--- src/rtl/neuron_mac_lanes.sv ---
// Neuron datapath: LANES signed multiply-accumulates per cycle, then bias, activation and quantize.
// Define NEURON_MAC_LANES_SKIP_EN to skip groups whose mask bits are all zero.
module neuron_mac_lanes #(
  parameter int unsigned NUM_INPUTS = 8,
  parameter int unsigned LANES      = 2,
  parameter int unsigned X_W        = 8,
  parameter int unsigned W_W        = 8,
  parameter int unsigned B_W        = 32,
  parameter int unsigned OUT_W      = 16,
  parameter int unsigned X_FRAC     = 4,
  parameter int unsigned W_FRAC     = 4,
  parameter int unsigned B_FRAC     = 8,
  parameter int unsigned OUT_FRAC   = 8,
  parameter int unsigned GUARD_BITS = 2
) (
  input  logic                      clk,
  input  logic                      rst_n,
  input  logic                      in_valid,
  output logic                      in_ready,
  input  logic signed [B_W-1:0]     bias,
  input  logic [NUM_INPUTS*X_W-1:0] x_flat,
  input  logic [NUM_INPUTS*W_W-1:0] w_flat,
  input  logic [NUM_INPUTS-1:0]     mask_flat,
  input  logic [1:0]                act_sel,
  output logic                      out_valid,
  input  logic                      out_ready,
  output logic signed [OUT_W-1:0]   out_data,
  output logic                      out_sat,
  output logic                      busy
);
  localparam int unsigned NG     = NUM_INPUTS / LANES;
  localparam int unsigned GW     = (NG > 1) ? $clog2(NG) : 1;
  localparam int unsigned PROD_W = X_W + W_W;
  localparam int unsigned ACC_W  = PROD_W + ((NUM_INPUTS > 1) ? $clog2(NUM_INPUTS) : 1) + GUARD_BITS;
  localparam int unsigned FRAC_P = X_FRAC + W_FRAC;
  localparam int unsigned QSH_R  = (FRAC_P > OUT_FRAC) ? FRAC_P - OUT_FRAC : 0;
  localparam int unsigned QSH_L  = (OUT_FRAC > FRAC_P) ? OUT_FRAC - FRAC_P : 0;
  localparam int unsigned BSH_R  = (B_FRAC > FRAC_P) ? B_FRAC - FRAC_P : 0;
  localparam int unsigned BSH_L  = (FRAC_P > B_FRAC) ? FRAC_P - B_FRAC : 0;
  localparam int unsigned QW     = ((ACC_W + QSH_L > OUT_W) ? ACC_W + QSH_L : OUT_W) + 2;
  localparam int unsigned GXW    = LANES * X_W;
  localparam int unsigned GWW    = LANES * W_W;

  localparam logic signed [ACC_W-1:0] ONE     = ACC_W'(1) <<< FRAC_P;
  localparam logic signed [ACC_W-1:0] NEG_ONE = -ONE;
  localparam logic signed [QW-1:0]    OUT_MAX = {{(QW-OUT_W+1){1'b0}}, {(OUT_W-1){1'b1}}};
  localparam logic signed [QW-1:0]    OUT_MIN = {{(QW-OUT_W+1){1'b1}}, {(OUT_W-1){1'b0}}};

  typedef enum logic [1:0] {StIdle, StAcc, StHold} state_e;

  state_e                    state_q;
  logic signed [ACC_W-1:0]   acc_q;
  logic [GW-1:0]             grp_q;
  logic [NUM_INPUTS*X_W-1:0] x_q;
  logic [NUM_INPUTS*W_W-1:0] w_q;
  logic [NUM_INPUTS-1:0]     mask_q;
  logic [1:0]                act_q;
  logic signed [OUT_W-1:0]   out_data_q;
  logic                      out_sat_q;
  logic                      out_valid_q;

  // Right shift rounding half away from zero; sh == 0 passes through.
  function automatic logic signed [QW-1:0] rnd_shr(input logic signed [QW-1:0] v,
                                                   input int unsigned sh);
    logic signed [QW-1:0] mag;
    if (sh == 0) return v;
    mag = v[QW-1] ? -v : v;
    mag = (mag + (QW'(1) <<< (sh - 1))) >>> sh;
    return v[QW-1] ? -mag : mag;
  endfunction

  // {found, index} of the lowest group >= lo with any mask bit set.
  function automatic logic [GW:0] find_nz(input logic [NUM_INPUTS-1:0] m, input int lo);
    logic [GW:0] r;
    r = '0;
    for (int g = NG - 1; g >= 0; g--) begin
      if (g >= lo && |(LANES'(m >> (g * LANES)))) r = {1'b1, GW'(g)};
    end
    return r;
  endfunction

  logic [GXW-1:0]          x_grp;
  logic [GWW-1:0]          w_grp;
  logic [LANES-1:0]        m_grp, m_sh;
  logic signed [X_W-1:0]   xl;
  logic signed [W_W-1:0]   wl;
  logic signed [PROD_W-1:0] prod;
  logic signed [ACC_W-1:0] grp_sum, acc_sum, act_val, b_acc, bias_al;
  logic signed [QW-1:0]    qv;
  logic signed [OUT_W-1:0] q_data;
  logic                    q_sat;
  logic [GW-1:0]           grp_first, grp_nxt;
  logic                    last_grp;

  always_comb begin
    x_grp   = GXW'(x_q >> (32'(grp_q) * GXW));
    w_grp   = GWW'(w_q >> (32'(grp_q) * GWW));
    m_grp   = LANES'(mask_q >> (32'(grp_q) * LANES));
    grp_sum = '0;
    m_sh    = '0;
    xl      = '0;
    wl      = '0;
    prod    = '0;
    for (int l = 0; l < LANES; l++) begin
      m_sh = m_grp >> l;
      xl   = X_W'(x_grp >> (l * X_W));
      wl   = W_W'(w_grp >> (l * W_W));
      prod = PROD_W'(xl) * PROD_W'(wl);
      if (m_sh[0]) grp_sum = grp_sum + ACC_W'(prod);
    end
    acc_sum = acc_q + grp_sum;
  end

  always_comb begin
    act_val = acc_sum;
    unique case (act_q)
      2'b00: act_val = acc_sum;
      2'b01: if (acc_sum[ACC_W-1]) act_val = '0;
      2'b10: if (acc_sum[ACC_W-1]) act_val = acc_sum >>> 2;
      2'b11: begin
        if (acc_sum > ONE)          act_val = ONE;
        else if (acc_sum < NEG_ONE) act_val = NEG_ONE;
      end
    endcase
  end

  always_comb begin
    qv     = rnd_shr(QW'(act_val), QSH_R) <<< QSH_L;
    q_sat  = 1'b0;
    q_data = OUT_W'(qv);
    if (qv > OUT_MAX) begin
      q_data = OUT_W'(OUT_MAX);
      q_sat  = 1'b1;
    end else if (qv < OUT_MIN) begin
      q_data = OUT_W'(OUT_MIN);
      q_sat  = 1'b1;
    end
    // Bias is narrowed to the accumulator first, then aligned to the product scale.
    b_acc   = ACC_W'(bias);
    bias_al = ACC_W'(rnd_shr(QW'(b_acc), BSH_R) <<< BSH_L);
  end

  always_comb begin
`ifdef NEURON_MAC_LANES_SKIP_EN
    logic [GW:0] first_r, nxt_r;
    first_r   = find_nz(mask_flat, 0);
    nxt_r     = find_nz(mask_q, int'(grp_q) + 1);
    grp_first = first_r[GW-1:0];
    grp_nxt   = nxt_r[GW-1:0];
    last_grp  = !nxt_r[GW];
`else
    grp_first = '0;
    grp_nxt   = grp_q + 1'b1;
    last_grp  = (grp_q == GW'(NG - 1));
`endif
  end

  always_ff @(posedge clk or negedge rst_n) begin
    if (!rst_n) begin
      state_q     <= StIdle;
      acc_q       <= '0;
      grp_q       <= '0;
      x_q         <= '0;
      w_q         <= '0;
      mask_q      <= '0;
      act_q       <= '0;
      out_data_q  <= '0;
      out_sat_q   <= 1'b0;
      out_valid_q <= 1'b0;
    end else begin
      unique case (state_q)
        StIdle: if (in_valid) begin
          x_q     <= x_flat;
          w_q     <= w_flat;
          mask_q  <= mask_flat;
          act_q   <= act_sel;
          acc_q   <= bias_al;
          grp_q   <= grp_first;
          state_q <= StAcc;
        end
        StAcc: begin
          acc_q <= acc_sum;
          grp_q <= grp_nxt;
          if (last_grp) begin
            out_data_q  <= q_data;
            out_sat_q   <= q_sat;
            out_valid_q <= 1'b1;
            state_q     <= StHold;
          end
        end
        StHold: if (out_ready) begin
          out_valid_q <= 1'b0;
          state_q     <= StIdle;
        end
        default: state_q <= StIdle;
      endcase
    end
  end

  assign in_ready  = (state_q == StIdle);
  assign busy      = (state_q != StIdle);
  assign out_valid = out_valid_q;
  assign out_data  = out_data_q;
  assign out_sat   = out_sat_q;

endmodule

--- config.mk ---
export PLATFORM = sky130hd
export DESIGN_NAME = neuron_mac_lanes
export DESIGN_NICKNAME = d
export VERILOG_FILES = /design/src/rtl/neuron_mac_lanes.sv
export SDC_FILE = /design/constraint.sdc
export NUM_CORES = 1
export LEC_CHECK = 0
export CAP_MARGIN = 20
export CORE_ASPECT_RATIO = 2
export CORE_MARGIN = 4
export CORE_UTILIZATION = 50
export DETAILED_ROUTE_END_ITERATION = 12
export PLACE_DENSITY_LB_ADDON = 0.12
export SLEW_MARGIN = 20
export SYNTH_ARGS = -nofsm -noshare
export SYNTH_HDL_FRONTEND = slang
export SYNTH_SLANG_ARGS = --single-unit
--- constraint.sdc ---
create_clock -name clk -period 16.47 [get_ports clk]
set_clock_uncertainty 0.2 [all_clocks]
set_input_delay 2.4705 -clock clk [delete_from_list [all_inputs] [get_ports clk]]
set_output_delay 2.4705 -clock clk [all_outputs]
set_load 0.005 [all_outputs]
# After elaboration in Yosys (flattened, before gate mapping)
# Index checks and enable logic that the tools add are counted.
# Widths: inputs -> output; s select.
# classes
n_mul	2
n_shift	3
addsub	3
n_mux	22
n_lt_le_gt_ge	4
eq_ne	9
reduce_logical	10
# op_table
cell	count
$shr 64x6->16	2
$mux 21	6
$pmux 21 s4	1
$pmux 21 s2	1
$mul 8x8->16	2
$mux 16	2
$add 21x16->21	1
$add 21x21->21	1
$gt 21x10->1 const B	1
$gt 21x16->1 const B	1
$lt 21x16->1 const B	1
$lt 21x9->1 const B	1
$mux 20	1
$eq 2x2->1 const B	4
$mux 2	4
$shr 8x3->2	1
$ne 2x2->1 const B	3
$pmux 2 s3	1
$reduce_and 2->1	3
$reduce_and 3->1	2
$reduce_bool 2->1	3
$eq 2x1->1 const B	2
$logic_not 2->1	2
$mux 1	4
other kinds (3)	3
# totals
output_inout_bits	20
input_bits	174
elab_cells	63
regBits	181

# Depth between registers and ports, before layout
# Gate-level depths: netlist of the first run.
# logic_depth
depth_word	13
depth_mapped	53
mapped_depth_nobuf	49

# Worst setup path after synthesis of the first run
# OpenSTA, ideal clock, no wires.
# synth_timing
kind	register to register
startpoint	reg grp_q[0]
endpoint	reg out_data_q[3], in the netlist out_data[3]
arrival_time_ps	11585
setup_ps	80
t_required_ps	16190
n_path_buf	3
stages_incl_launch_ff	46
synth_period_minus_slack_ps	11865
slack_ps	4605
path_cell_list	dfrtp_1 -> buf_2 -> buf_1 -> mux4_2 -> and2_1 -> fa_1 -> inv_1 -> fa_1 -> inv_1 -> fa_1 -> inv_1 -> fa_1 -> inv_1 -> ha_1 -> a21oi_1 -> o21bai_1 -> a21oi_1 -> o21bai_1 -> [10 not listed] -> ha_1 -> and4_1 -> a21oi_1 -> nand3_1 -> a211oi_1 -> o32ai_1 -> ha_1 -> buf_6 -> o21a_1 -> a2111oi_0 -> o32a_1 -> nand2_1 -> xnor2_1 -> nand4_1 -> or4_4 -> a221oi_4 -> nand2b_4 -> o211ai_2
# synth_via
elab_chain_cells	13
word_cells_on_any_way	22
classes_between	2 x add/sub; 2 x mul; 4 x order compare; 1 x eq/ne; 3 x shift; 9 x mux; 1 x reduce/logical
# synth_rtl
element	line_no	source
start: declaration	53	logic [GW-1:0] grp_q;
start signal: assignment	178	grp_q <= grp_first;
start signal: assignment	183	grp_q <= grp_nxt;
$shr 64x6->16 (on tied branches)	96, 97	
$mul 8x8->16	108	prod = PROD_W'(xl) * PROD_W'(wl);
$mux 21	109	if (m_sh[0]) grp_sum = grp_sum + ACC_W'(prod);
$add 21x16->21	109	
$mux 21	109	
$add 21x21->21	111	acc_sum = acc_q + grp_sum;
$lt 21x9->1	122	else if (acc_sum < NEG_ONE) act_val = NEG_ONE;
$mux 21	122	
$mux 21	121	if (acc_sum > ONE) act_val = ONE;
$pmux 21 s4	116	unique case (act_q)
$lt 21x16->1	134	end else if (qv < OUT_MIN) begin
$mux 16	134	
$mux 16	131	if (qv > OUT_MAX) begin
end signal: assignment	185	out_data_q <= q_data;
end: declaration	58	logic signed [OUT_W-1:0] out_data_q;
# Parallel ways exist; a longest one is shown, timed or not.
# A chain may end at the register's enable or synchronous reset.

# Worst setup path after layout of the first run
# layout_timing
startpoint	reg grp_q[0]
endpoint	reg out_data_q[4], in the netlist out_data[4]
# Same word-level chain as after synthesis.

==> flow_summary.yaml, run 1 <==
run_status:
  status: "finished clean"
synth:
  syn-instance-count: 1491
  syn_avg_cell_area_um2: 10.6
  synth_xor_area_frac: 0.0266
  syn_nets: 1896
  yosys_most_used_dff: "dfrtp_1"
  synth_edf_count: 0
  synth_compound_area_frac: 0.109
  seq_area_frac_synth: 0.288
  muxShareOfSynthArea: 0.153
  yosys_register_bits: 181
  yosys.area_share.adder: 0.248
  post_synth_instance_area_um2: 15800
  synthArstFlopShare: 1.00
  synth_top_family_by_area: "adder cells"
  synth-simple-area-share: 0.106
  ys_warn_count: 0
  synth.distinct_cells: 79
finish:
  fin_nets: 2053
  nFillCells: 2712
  area_delta_synth_final_pct: 17.6
  multiInputGateArea_um2: 10100
  seqCellArea_um2: 4530
  drive_gt1_frac: 0.149
critical_path:
  cpMostUsedCell: "fa_1"
  cp_slowest_cell: "dfrtp_2"
  worst-endpoint-required_ps: 16640
  crit_type: "flop to flop"
  worstSetupStartpointType: "flop"
  end_kind: "flop"
  worst-path-max-fanout: 26
  slowest_delay_ps: 960
  arrival_ps: 13910
cts:
  cts.sink_count: 181
  clk_path_buf_depth: 2
  numCtsBuffers: 17
  htree_levels: 4
  cts_root_buffer: "clkbuf_16"
  postCtsSetupBuffers: 0
  clk_pin_slew_ps: 80
  insertion_delay_ps: 450
  hold_buffers: 0
  cts_tree: "done"
  cts_resized: 0
hold_path:
  holdCritPathClass: "flop to flop"
route:
  drt-total-wl_mm: 40.7
  drt-initial-drc-count: 433
  firstDrtPassIters: 5
  num_vias: 11600
  via_per_inst: 5.55
  drc: 0
  ant_nets: 0
  wl_per_cell_um: 19.5
flow_run:
  cap_viol_max_count: 0
grt:
  grt_pass1_wl_mm: 66.1
  grt_pass1_vias: 12900
  track_usage: 0.245
  grt_max_degree: 84
  antenna_found_initial: 5
  grt_overflow: 0
die:
  die_y_um: 259
  start_util: 0.509
  coreArea_um2: 31000
  io_pins: 194
  dieArea_um2: 34600
  core.rowCount: 91
  fp.dieW_um: 134
sta:
  fin_crit_sh: 0.834
  tightest_slew_ps: 1090
  finalSetupViolCount: 0
  setup_tns_ps: 0
  clock.fmax_mhz: 72.8
  drv_slew: 0
  rsz0062_at_grt: "no"
  hold_viol: 0
  relSlewSlack: 0.272
  min_period_ps: 13740
placement:
  portBuffers: 182
  place_hpwl_mm: 33.5
  place.gp.congestion: 0.890
[metal layers]
metal	track usage	share of wire
met2	0.495	0.60
met4	0.122	0.042
met5	0	0
met3	0.0318	0.032
met1	0.235	0.33
[worst max-delay path: cells and delay by family (launching register included)]
family / cells / cell delay, ps
multiplexers: 1 / 750
buffers and inverters: 6 / 290
AND/OR/NAND/NOR: 10 / 2420
flip-flops: 1 / 960
adder cells (fa/ha/maj): 12 / 5370
AO/OA/AOI/OAI: 13 / 3370
XOR/XNOR: 2 / 190
[synthesized netlist by cell type, types with 11 or more instances]
master,n,area [um^2]
nand3_1,13,65.1
nor3_1,15,75.1
mux4_2,32,721
and2_1,76,475
ha_1,95,1190
nand2_1,113,424
a21oi_1,41,205
nor2_1,53,199
inv_1,218,818
xnor2_1,30,263
xor2_1,16,140
a211oi_1,11,82.6
mux2_2,144,1620
fa_1,136,2720
dfrtp_1,181,4530
nand2b_1,12,75.1
o21ai_0,64,320
a22oi_1,24,180
clkbuf_1,37,139
o211ai_1,12,90.1
[sequential cells by signal, summed over array words and instances, names as in the netlist]
name       flops
mask_q         8
x_q           64
out_data      16
out_valid      1
acc_q         21
out_sat        1
w_q           64
act_q          2
grp_q          2
state_q        2
[layout by cell type, fill, tap and decap left out, types with 8 or more instances in the layout]
master           instances
a21oi_1                 41
xnor2_1                 30
nor3b_1                  8
mux2_2                 144
a211oi_1                11
o211ai_1                12
mux4_2                  32
buf_4                   10
inv_1                  218
o21ai_0                 64
a21o_1                   8
nor3_1                  15
a22oi_1                 24
nand2_1                113
nor2b_1                  8
dfrtp_1                179
clkbuf_16               17
and2_1                  75
nor2_1                  53
o21bai_1                 8
xor2_1                  16
nand3_1                 13
nand2b_1                12
clkdlybuf4s50_1        181
ha_1                    95
fa_1                   136
[stage by stage]
step	area [um^2]	util	worst slack (ps)	hold slack, ps	instances
3_3_place_gp	17900	0.578	2930	261	2047
5_1_grt	18500	0.598	1860	316	2084
2_1_floorplan	15800	-	4600	253	1491
6_report	18500	0.598	2730	283	2085
4_1_cts	18500	0.598	2810	289	2079
3_5_place_dp	17900	0.578	2840	270	2047
[logic make-up after synthesis]
kind of cell | count (synthesis)
XOR/XNOR | 47
AND/OR/NAND/NOR | 332
AO/OA/AOI/OAI | 245
adder cells (fa/ha/maj) | 231
buffers and inverters | 272
multiplexers | 183
flip-flops | 181
[final timing paths]
check                      depth (start not counted)                      from  slack (ps)                  endpoint
setup reg to reg                                  44      grp_q[0]$_DFFE_PN0P_        2730   out_data[4]$_DFFE_PN0P_
max in group asynchronous                          3                     rst_n       12260       x_q[10]$_DFFE_PN0P_
hold / removal                                     2  out_data[15]$_DFFE_PN0P_         280  out_data[15]$_DFFE_PN0P_
min in group asynchronous                          1                     rst_n        1760     acc_q[19]$_DFFE_PN0P_
setup / recovery                                  44      grp_q[0]$_DFFE_PN0P_        2730   out_data[4]$_DFFE_PN0P_
hold reg to reg                                    2  out_data[15]$_DFFE_PN0P_         280  out_data[15]$_DFFE_PN0P_
[area by class of cell]
| cell class | instances | area share |
|---|---|---|
| antenna | 6 | 0.000810 |
| clock buffer | 18 | 0.0237 |
| clock inverter | 14 | 0.00939 |
| inverter | 218 | 0.0442 |
| multi-input combinational | 1038 | 0.547 |
| sequential | 181 | 0.245 |
| tap | 418 | 0.0282 |
| timing repair buffer | 192 | 0.103 |
Power of run 1 is not shown: default switching activity piles up to over one toggle a cycle in this logic, so the estimate is an artifact.
==> run 2: changes to the inputs <==
==> constraint.sdc (replaced) <==
create_clock -name clk -period 14.3 [get_ports clk]
set_clock_uncertainty 0.2 [all_clocks]
set_input_delay 2.145 -clock clk [delete_from_list [all_inputs] [get_ports clk]]
set_output_delay 2.145 -clock clk [all_outputs]
set_load 0.005 [all_outputs]
==> run 2 against run 1 <==
- fmax up 4.0%
- setup slack worse by 1600 ps
- first-iteration DRC count down 11%
- final area up 0.32%
- largest cell class unchanged
==> flow_summary.yaml, run 2 (same netlist as run 1, synthesis figures left out) <==
run_status:
  status: "finished clean"
die:
  dieArea_um2: 34600
  io_pins: 194
  fp.dieW_um: 134
  die_y_um: 259
  start_util: 0.509
  core.rowCount: 91
  coreArea_um2: 31000
critical_path:
  rrSetupSlack_ps: 1090
  crit_type: "flop to flop"
  arrival_ps: 13340
  worst-endpoint-required_ps: 14430
  timing.rr.end: "out_data[3]$_DFFE_PN0P_"
  cp_slowest_cell: "dfrtp_2"
  slowest_delay_ps: 890
  r2r_cells: 47
  timing.rr.start: "grp_q[0]$_DFFE_PN0P_"
  end_kind: "flop"
  cpMostUsedCell: "fa_1"
  worstSetupStartpointType: "flop"
  worst-path-max-fanout: 20
sta:
  fin_crit_sh: 0.924
  drv_slew: 0
  finalSetupViolCount: 0
  tightest_slew_ps: 929
  hold_viol: 0
  clock.fmax_mhz: 75.7
  min_period_ps: 13210
  rsz0062_at_grt: "no"
  setup_tns_ps: 0
  relSlewSlack: 0.373
placement:
  place.gp.congestion: 0.904
  place_hpwl_mm: 33.6
  portBuffers: 182
  dp_cells: 2051
route:
  num_vias: 11600
  wl_met1_mm: 13.5
  wl_met2_mm: 24.6
  dr.max_layer_used: "met4"
  ant_nets: 0
  drt-total-wl_mm: 41.2
  drc: 0
  drt-initial-drc-count: 385
  via_per_inst: 5.57
  firstDrtPassIters: 5
  wl_per_cell_um: 19.7
  route.met3.wl_mm: 1.22
hold_path:
  worst_hold_startpoint: "out_data[15]$_DFFE_PN0P_"
  hold_end: "out_data[15]$_DFFE_PN0P_"
  holdCritPathClass: "flop to flop"
  holdPathStages: 2
cts:
  insertion_delay_ps: 460
  cts_resized: 0
  cts.sink_count: 181
  cts_tree: "done"
  htree_levels: 4
  numCtsBuffers: 17
  postCtsSetupBuffers: 0
  clk_pin_slew_ps: 90
  cts_root_buffer: "clkbuf_16"
  hold_buffers: 0
  clk_path_buf_depth: 2
grt:
  track_usage: 0.247
  grt_max_degree: 104
  grt_pass1_wl_mm: 66.4
  grt_pass1_vias: 13000
  antenna_found_initial: 4
  grt_overflow: 0
finish:
  final_cell_mix: "inv_1 (218), clkdlybuf4s50_1 (181), dfrtp_1 (179)"
  fin_nets: 2057
  nFillCells: 2733
  final_core_util: 0.600
  final_common_cell: "inv_1"
  stdcell_count: 2087
  area_delta_synth_final_pct: 18.0
  drive_gt1_frac: 0.151
  largestRegisters: "w_q: 64 flops, x_q: 64 flops, acc_q: 21 flops"
flow_run:
  cap_viol_max_count: 0
==> run 2: cell count changes in the layout (fill, tap and decap cells not counted), sizes merged <==
cell and change:
buf +4, inv +4, clkinv -2, diode -2, clkbuf -1, clkinvlp -1
==> run 2: critical path: cells and delay by family, from the launching register on <==
kind,cells,cell delay (ps)
buffers and inverters,9,950
DFF,1,890
and+or+nand+nor,10,2060
xor gates and xnor gates,2,210
adders and majority gates,12,5350
AOI/OAI and AO/OA,14,3390
==> run 2: area by class of cell <==
cell class	count	area [um^2]	share of cell area
multi-input cells	1038	10100	0.545
flip-flops and latches	181	4530	0.244
repair buffers	196	1950	0.105
inverters	218	818	0.0440
well taps	418	523	0.0281
clock buffers	17	425	0.0229
clock inverters	15	206	0.0111
diodes	4	10.0	0.000538
==> run 2: metrics by stage <==
stage          cell area [um^2]  hold WS [ps]  setup slack (ps)
2_1_floorplan             15800           253              2430
3_3_place_gp              17900           263              1140
3_5_place_dp              17900           270              1080
4_1_cts                   18600           290              1070
5_1_grt                   18600           315               301
6_report                  18600           284              1090
==> run 2: routing by layer <==
layer  vias to the layer above  track usage
met3                       102       0.0343
met1                      5862        0.232
li1                       5399            -
met5                         -            0
met2                       255        0.504
met4                         0        0.120
==> run 2: worst max path at each step <==
stage	from	to	slack (ps)	depth (start not counted)
2_1_floorplan	grp_q[0]$_DFFE_PN0P_	out_data[3]$_DFFE_PN0P_	2430	45
3_3_place_gp	grp_q[0]$_DFFE_PN0P_	out_data[2]$_DFFE_PN0P_	1140	47
3_5_place_dp	grp_q[0]$_DFFE_PN0P_	out_data[2]$_DFFE_PN0P_	1080	47
4_1_cts	grp_q[0]$_DFFE_PN0P_	out_data[2]$_DFFE_PN0P_	1070	47
5_1_grt	grp_q[0]$_DFFE_PN0P_	out_data[7]$_DFFE_PN0P_	300	47
6_report	grp_q[0]$_DFFE_PN0P_	out_data[3]$_DFFE_PN0P_	1090	47
Power of run 2 is left out for the same reason.
==> run 3: changes to the inputs <==
--- a/config.mk
+++ b/config.mk
@@ -6,9 +6,11 @@
 export NUM_CORES = 1
 export LEC_CHECK = 0
 export CAP_MARGIN = 20
+export CELL_PAD_IN_SITES_DETAIL_PLACEMENT = 0
+export CELL_PAD_IN_SITES_GLOBAL_PLACEMENT = 2
 export CORE_ASPECT_RATIO = 2
 export CORE_MARGIN = 4
-export CORE_UTILIZATION = 50
+export CORE_UTILIZATION = 37
 export DETAILED_ROUTE_END_ITERATION = 12
 export PLACE_DENSITY_LB_ADDON = 0.12
 export SLEW_MARGIN = 20
==> run 3 against run 2 <==
- setup slack better by 83 ps
- sequential cell count did not move
- cell count increased by 5.9%
- critical path type unchanged
==> flow_summary.yaml, run 3 (same netlist as run 1, synthesis figures left out) <==
sta:
  fin_crit_sh: 0.918
  rsz0062_at_grt: "no"
  relSlewSlack: 0.291
  drv_slew: 0
  clock.fmax_mhz: 76.2
  setup_tns_ps: 0
  finalSetupViolCount: 0
  tightest_slew_ps: 1060
  hold_viol: 0
  min_period_ps: 13130
die:
  start_util: 0.376
  core.rowCount: 106
  coreArea_um2: 41900
  io_pins: 194
  dieArea_um2: 46100
  fp.dieW_um: 154
  die_y_um: 300
cts:
  insertion_delay_ps: 470
  postCtsSetupBuffers: 0
  htree_levels: 4
  clk_pin_slew_ps: 100
  cts_root_buffer: "clkbuf_16"
  cts.sink_count: 181
  cts_tree: "done"
  cts_resized: 0
  hold_buffers: 0
  numCtsBuffers: 17
  clk_path_buf_depth: 2
critical_path:
  crit_type: "flop to flop"
  end_kind: "flop"
  worstSetupStartpointType: "flop"
  cpMostUsedCell: "fa_1"
  worst-path-max-fanout: 20
  slowest_delay_ps: 720
  arrival_ps: 13310
  cp_slowest_cell: "dfrtp_4"
  worst-endpoint-required_ps: 14480
grt:
  grt_overflow: 0
  antenna_found_initial: 3
  grt_max_degree: 85
  track_usage: 0.201
  grt_pass1_wl_mm: 71.9
  grt_pass1_vias: 13000
finish:
  fin_nets: 2063
  area_delta_synth_final_pct: 19.3
  design_area_um2: 18800
  largestRegisters: "w_q: 64 flops, x_q: 64 flops, acc_q: 21 flops"
  final_common_cell: "inv_1"
  multiInputGateArea_um2: 10100
  final_cell_mix: "inv_1 (218), clkdlybuf4s50_1 (181), dfrtp_1 (179)"
  seqCellArea_um2: 4530
  drive_gt1_frac: 0.155
  num_antenna_cells: 0
  nFillCells: 4101
placement:
  place_area_um2: 18100
  place_hpwl_mm: 37.8
  portBuffers: 182
  place.gp.congestion: 0.837
route:
  firstDrtPassIters: 4
  num_vias: 11600
  ant_nets: 0
  drt-total-wl_mm: 45.8
  via_per_inst: 5.25
  drt-initial-drc-count: 309
  wl_per_cell_um: 20.7
  drc: 0
hold_path:
  holdCritPathClass: "flop to flop"
run_status:
  status: "finished clean"
flow_run:
  cap_viol_max_count: 0
[run 3: changes by cell type in the layout (fill, tap and decap cells not counted)]
cell	change
buf_16	+1
inv_8	+1
nor2_1	-1
dfrtp_4	+1
bufinv_16	+1
buf_12	-1
dfrtp_2	-1
inv_12	-3
diode_2	-4
buf_6	-1
buf_4	+7
clkinv_8	+1
nor2_2	+1
[run 3: path summary, 6_finish.rpt]
check,startpoint,end,slack [ps],cells past startpoint
setup / recovery,grp_q[0]$_DFFE_PN0P_,out_data[3]$_DFFE_PN0P_,1170,41
hold / removal,out_data[15]$_DFFE_PN0P_,out_data[15]$_DFFE_PN0P_,280,2
setup reg to reg,grp_q[0]$_DFFE_PN0P_,out_data[3]$_DFFE_PN0P_,1170,41
hold reg to reg,out_data[15]$_DFFE_PN0P_,out_data[15]$_DFFE_PN0P_,280,2
max in group asynchronous,rst_n,x_q[16]$_DFFE_PN0P_,11090,2
min in group asynchronous,rst_n,acc_q[20]$_DFFE_PN0P_,1450,1
[run 3: cell type report]
cell class                      instances  area share
Multi-Input combinational cell       1038       0.539
Sequential cell                       181       0.241
Clock inverter                         15      0.0115
Timing Repair Buffer                  202       0.106
Clock buffer                           17      0.0226
Tap cell                              540      0.0359
Inverter                              218      0.0435
[run 3: per-stage QoR]
step / instances / setup WS [ps] / hold slack [ps] / util
5_1_grt: 2211 / 189 / 319 / 0.448
4_1_cts: 2210 / 869 / 294 / 0.448
3_5_place_dp: 2178 / 923 / 274 / 0.432
3_3_place_gp: 2178 / 934 / 265 / 0.432
2_1_floorplan: 1491 / 2430 / 253 / -
6_report: 2211 / 1170 / 284 / 0.448
[run 3: layer usage]
metal | share of wire | GRT usage | vias to the layer above | wire [um]
li1 | - | - | 5394 | -
met1 | 0.33 | 0.192 | 5882 | 15000
met2 | 0.61 | 0.422 | 238 | 27900
met3 | 0.030 | 0.0275 | 85 | 1360
met4 | 0.034 | 0.0711 | 2 | 1570
met5 | 0.00017 | 0 | - | 8
[run 3: critical path: cells and delay by family, from the launching register on]
family | cells | cell delay (ps)
buffers and inverters | 6 | 650
AOI/OAI and AO/OA | 12 | 2920
xor gates and xnor gates | 1 | 130
adders and majority gates | 12 | 5120
DFF | 1 | 720
muxes | 2 | 940
and+or+nand+nor | 8 | 2300
Power of run 3 is left out for the same reason.
